`config.mk`:
```
export PLATFORM = sky130hd
export DESIGN_NAME = pp_sum_sched
export DESIGN_NICKNAME = d
export VERILOG_FILES = /design/src/rtl/pp_sum_sched.sv
export SDC_FILE = /design/constraint.sdc
export NUM_CORES = 1
export LEC_CHECK = 0
export CORE_AREA = 5 5 625 627
export CTS_CLUSTER_DIAMETER = 120
export DETAILED_ROUTE_END_ITERATION = 8
export DIE_AREA = 0 0 630 632
export DONT_BUFFER_PORTS = 1
export PLACE_DENSITY = 0.3
export SYNTH_ARGS = -nofsm -noshare
export SYNTH_HDL_FRONTEND = slang
export SYNTH_SLANG_ARGS = --single-unit
```
`constraint.sdc`:
```
create_clock -name clk -period 5.9 [get_ports clk]
set_input_delay 0.59 -clock clk [delete_from_list [all_inputs] [get_ports clk]]
set_output_delay 0.59 -clock clk [all_outputs]
set_load 0.01 [all_outputs]
```
`src/rtl/pp_sum_sched.sv`:
```
// rtl/pp_sum_sched.sv - partial-product collector and settle/capture scheduler for the 15-operand adder
// Optional macro: PP_SUM_SCHED_DBL_BUF_EN (ping-pong operand banks)
module pp_sum_sched #(
  parameter int SIZE       = 43,
  parameter int RADIX      = 78,
  parameter int NUM_PP     = 15,
  parameter int SETTLE_CYC = 2
) (
  input  logic                     clk,
  input  logic                     rst_n,
  input  logic                     pp_valid,
  output logic                     pp_ready,
  input  logic [SIZE-1:0]          pp_data,
  input  logic                     pp_last,
  output logic [NUM_PP*SIZE-1:0]   add_a,
  input  logic [2*RADIX-1:0]       add_res_0,
  input  logic [2*RADIX-1:0]       add_res_1,
  input  logic [2*RADIX-1:0]       add_res_2,
  output logic                     res_valid,
  input  logic                     res_ready,
  output logic [2*RADIX-1:0]       res_0,
  output logic [2*RADIX-1:0]       res_1,
  output logic [2*RADIX-1:0]       res_2,
  output logic                     busy,
  output logic                     seq_err
);

  localparam int RW = 2 * RADIX;
`ifdef PP_SUM_SCHED_DBL_BUF_EN
  localparam int   NB  = 2;
  localparam logic DBL = 1'b1;
`else
  localparam int   NB  = 1;
  localparam logic DBL = 1'b0;
`endif
  localparam logic [3:0] LAST_IDX  = 4'(NUM_PP - 1);
  localparam logic [3:0] SETTLE_LD = 4'(SETTLE_CYC);

  typedef enum logic [1:0] {COLLECT, SETTLE, HOLD} state_t;

  state_t                 state_q, state_d;
  logic [3:0]             count_q, count_d;
  logic [3:0]             settle_q, settle_d;
  // full_q marks a bank holding a complete frame not yet handed downstream
  logic [NB-1:0]          full_q, full_d;
  // fill_q: bank being written; fly_q: bank presented to the adder
  logic                   fill_q, fill_d;
  logic                   fly_q, fly_d;
  logic                   seq_err_q, seq_err_d;
  logic [NUM_PP*SIZE-1:0] bank_q [NB];
  logic [RW-1:0]          res0_q, res1_q, res2_q;

  logic accept, at_last, frame_ok, frame_err, capture;

  assign pp_ready  = !full_q[fill_q];
  assign accept    = pp_valid && pp_ready;
  assign at_last   = (count_q == LAST_IDX);
  assign frame_ok  = accept && pp_last && at_last;
  assign frame_err = accept && (pp_last != at_last);
  assign capture   = (state_q == SETTLE) && (settle_q == 4'd1);

  assign add_a     = bank_q[fly_q];
  assign res_valid = (state_q == HOLD);
  assign res_0     = res0_q;
  assign res_1     = res1_q;
  assign res_2     = res2_q;
  assign busy      = (state_q != COLLECT) || (count_q != 4'd0);
  assign seq_err   = seq_err_q;

  // Next-state: word counting, framing check, bank ownership and settle sequencing
  always_comb begin
    state_d   = state_q;
    count_d   = count_q;
    settle_d  = settle_q;
    full_d    = full_q;
    fill_d    = fill_q;
    fly_d     = fly_q;
    seq_err_d = frame_err;

    if (accept) begin
      count_d = (frame_ok || frame_err) ? 4'd0 : count_q + 4'd1;
    end
    if (frame_ok) begin
      full_d[fill_q] = 1'b1;
      fill_d         = fill_q ^ DBL;
    end

    case (state_q)
      COLLECT: begin
        // Start settling as soon as the in-flight bank is complete; the bypass
        // avoids a dead cycle when the frame finishes into the idle bank.
        if (full_q[fly_q] || (frame_ok && (fill_q == fly_q))) begin
          state_d  = SETTLE;
          settle_d = SETTLE_LD;
        end
      end
      SETTLE: begin
        settle_d = settle_q - 4'd1;
        if (settle_q == 4'd1) begin
          state_d = HOLD;
        end
      end
      HOLD: begin
        if (res_ready) begin
          full_d[fly_q] = 1'b0;
          fly_d         = fly_q ^ DBL;
          // With two banks, a frame already waiting goes straight to settling
          if (DBL && full_q[fly_q ^ DBL]) begin
            state_d  = SETTLE;
            settle_d = SETTLE_LD;
          end else begin
            state_d = COLLECT;
          end
        end
      end
      default: state_d = COLLECT;
    endcase
  end

  // Control state registers
  always_ff @(posedge clk or negedge rst_n) begin
    if (!rst_n) begin
      state_q   <= COLLECT;
      count_q   <= 4'd0;
      settle_q  <= 4'd0;
      full_q    <= '0;
      fill_q    <= 1'b0;
      fly_q     <= 1'b0;
      seq_err_q <= 1'b0;
    end else begin
      state_q   <= state_d;
      count_q   <= count_d;
      settle_q  <= settle_d;
      full_q    <= full_d;
      fill_q    <= fill_d;
      fly_q     <= fly_d;
      seq_err_q <= seq_err_d;
    end
  end

  // Operand bank write: word k lands in slot k of the bank being filled
  always_ff @(posedge clk or negedge rst_n) begin
    if (!rst_n) begin
      for (int b = 0; b < NB; b++) begin
        bank_q[b] <= '0;
      end
    end else if (accept) begin
      bank_q[fill_q][count_q*SIZE +: SIZE] <= pp_data;
    end
  end

  // Result capture at the end of the settle window; held through HOLD
  always_ff @(posedge clk or negedge rst_n) begin
    if (!rst_n) begin
      res0_q <= '0;
      res1_q <= '0;
      res2_q <= '0;
    end else if (capture) begin
      res0_q <= add_res_0;
      res1_q <= add_res_1;
      res2_q <= add_res_2;
    end
  end

endmodule

```
==> run_results.csv <==
group,metric,value,unit
power,p_seq_share,51.7,%
critical_path,critPathCaptureType,"output pin",
critical_path,reg2reg_slack,1860,ps
critical_path,crit_required,5310,ps
timing,tns,0,ps
power,comb_power_share,12.4,%
timing,whs,102,ps
cts,cts_max_path_buffers,4,
timing,finalCritPeriodShare,69.6,%
grt,antenna_found_initial,172,
drt,ant_nets,0,
power,p_sw,9.63,mW
critical_path,critPathArrivalTime,3510,ps
drt,vias,27249,
min_path,min_path_cells,3,
cts,clkSinkCount,1125,
power,switching_share,35.4,%
drt,drt-pass1-iter-count,5,
timing,finalWorstSetupSlack,1800,ps
synth,synth.distinct_cells,42,
floorplanning,rows,228,
outcome,status,"complete, no violations",
synth,synth_area_leaders,"dfrtp_1 (64%), mux2_2 (23%), mux2_4 (5.5%)",
power,power_density,447,nW/µm²
min_path,hp-class,"primary input to flop",
timing,slew_violations,0,
critical_path,reg2reg_from,"count_q[0]",
synth,mappedNetlistArea,43900,µm²
drt,drc,0,
grt,grt_pass1_wl,341,mm
cts,cts.clk_slew.worst_paths,60,ps
final_layout,stdcell_count,8556,
timing,skew,67.7,ps
synth,synth_edf_count,0,
synth,synth_top_cell_by_area,"dfrtp_1",
cts,cts_made_buffers,157,
critical_path,cp-start-kind,"flop",
synth,synth.ff_latch_count,1125,
synth,synthFlopType,"dfrtp_1",
cts,htreeDepth,4,
synth,ys_warn_count,0,
cts,cts-root-buf,"clkbuf_16",
power,clkPwrFrac,35.9,%
critical_path,r2r_cells,6,
min_path,hold_start,"pp_valid",
power,vdd_drop_max,0.255,mV
critical_path,critPathLaunch,"count_q[0]",
final_layout,utilization,15.9,%
drt,routed_via_density,3.18,
synth,synth_cells,2644,
synth,syn_avg_cell_area,16.6,µm²
power,internal-power,17.6,mW
placed_design,dp.cells,7639,
placed_design,dp_slack,1680,ps
grt,grt_overflow,0,
placed_design,portBuffers,0,
floorplanning,initial_core_util,11.4,%
floorplanning,core_area,384000,µm²
drt,drtIter0Drc,1239,
timing,slew_headroom,24.1,%
final_layout,nNetsFinal,3778,
placed_design,globalplace.congestion,0.892,
floorplanning,die_y,632,µm
timing,max_freq,244,MHz
final_layout,drive_gt1_share,41.4,%
placed_design,dp_hpwl,208,mm
synth,synth_top_area_share,64.1,%
final_layout,area_delta_synth_final,38.7,%
critical_path,worstReg2RegEnd,"bank_q[212]",
timing,worst_slew_pin_slew,1140,ps
floorplanning,ios,1633,
drt,routed_wl,270,mm
power,power.leakage,27.2,nW
grt,grt_pass1_vias,28638,
min_path,min_to,"seq_err",
timing,finalHoldViolCount,0,
critical_path,worstSetupPathType,"flop to output pin",
floorplanning,design.die.area,398000,µm²
cts,cts_tree,"built",
timing,min_period,4100,ps
timing,rsz0062_at_grt,"false",
cts,clkLatencyLatePin,860,ps
floorplanning,die_w,630,µm
grt,grt_start_max_net_pins,162,
synth,syn_nets,3168,
drt,post_drt_wl_per_cell,31.5,µm
critical_path,crit_fanout,44,
cts,post_cts_resized,0,
flow_run,drv_cap,0,
timing,setup_violations,0,
grt,grt_usage,12.9,%
synth,async_reset_ff_share,100,%
synth,seq_area_frac_synth,64.1,%
==> what timing repair did <==
| item | 4_1_cts | 5_1_grt |
|---|---|---|
| setup buffers | 0 | 0 |
| hold buffers | 516 | 0 |
| endpoints found under the hold margin | 718 | 0 |
==> critical path: stages (launching register included) <==
cell	delay, ps
dfrtp_1	630
inv_1	320
ha_1	320
nor3b_4	300
buf_4	740
nand2_1	330
==> power by group through the flow <==
stage                     clock network, mW  registers, mW  logic [mW]
after detailed placement                  0           14.4        3.08
after global placement                    0           14.5        2.97
after CTS                              10.2           14.3        3.49
after floorplan                           0           11.8        2.36
final                                  9.78           14.1        3.39
after global routing                   10.5           14.3        3.74
==> worst max path at each step <==
stage                  end  cells after the start
6_report              busy                      5
5_1_grt               busy                      5
4_1_cts               busy                      5
3_5_place_dp   bank_q[179]                      6
3_3_place_gp   bank_q[177]                      6
2_1_floorplan  bank_q[196]                      7
==> layer usage <==
layer	wire, µm	track usage (%)	share of wire (%)
met3	25800	5.35	9.6
met5	299	0	0.11
met2	144000	23.9	53
met4	9680	4.66	3.6
met1	90500	13.0	34
==> per-stage QoR <==
stage | power [mW] | cell area [µm²]
finish | 27.2 | 60900
global route | 28.5 | 60800
CTS | 28.0 | 60600
detailed placement | 17.5 | 50200
global placement | 17.5 | 50200
floorplan | 14.2 | 43900
==> layout by cell type (no fill, tap or decap), types with 3 or more instances in the layout <==
cell type      synthesis  final
dfrtp_1             1125   1125
mux2_2               899    899
dlygate4sd3_1          0    516
clkbuf_16              0    161
mux2_4               160    160
diode_2                0    129
and2_1               128    128
buf_4                 16     58
mux2_1                55     55
nor2b_1               43     41
clkbuf_1              23     35
clkbuf_8               0     35
buf_12                 0     10
nor2_1                12      9
nand2_1                9      9
nor2_4                 0      9
inv_6                  0      9
ha_1                   8      8
bufinv_16              0      8
clkinv_2               0      8
inv_1                  7      7
and3_1                 7      7
o21ai_0                7      7
clkinvlp_4             0      6
o21bai_4               3      5
a31oi_1                3      3
nor3_1                 5      3
nand3_1                3      3
clkinv_4               0      3
==> cell type report <==
| class | instances | area (µm²) |
|---|---|---|
| Tap cell | 5060 | 6330 |
| Clock buffer | 231 | 4640 |
| Sequential cell | 1125 | 28200 |
| Fill cell | 42173 | 323000 |
| Multi-Input combinational cell | 1377 | 15000 |
| Antenna cell | 129 | 323 |
| Timing Repair Buffer | 586 | 5840 |
| Inverter | 7 | 26.3 |
| Clock inverter | 41 | 569 |
==> logic make-up after synthesis <==
kind of cell	count (synthesis)	share of synthesized area, %
AND/OR/NAND/NOR	225	3.12
flip-flops	1125	64.1
adder cells (fa/ha/maj)	8	0.228
buffers and inverters	142	1.91
multiplexers	1114	29.9
XOR/XNOR	1	0.0200
AO/OA/AOI/OAI	29	0.658
==> state kept, by name, summed over array words and instances (netlist names) <==
signal and count:
full_q 1, res_2 156, count_q 4, res_0 156, bank_q 645, state_q 2
settle_q 4, seq_err 1, res_1 156
==> Yosys cell counts (9+ instances only) <==
library cell / number
nor2b_1: 43
buf_2: 76
and2_1: 128
mux2_2: 899
clkbuf_1: 23
nand2_1: 9
nor2_1: 12
mux2_4: 160
mux2_1: 55
buf_4: 16
buf_6: 20
dfrtp_1: 1125
Note: power is estimated with default switching activity, not from simulation.
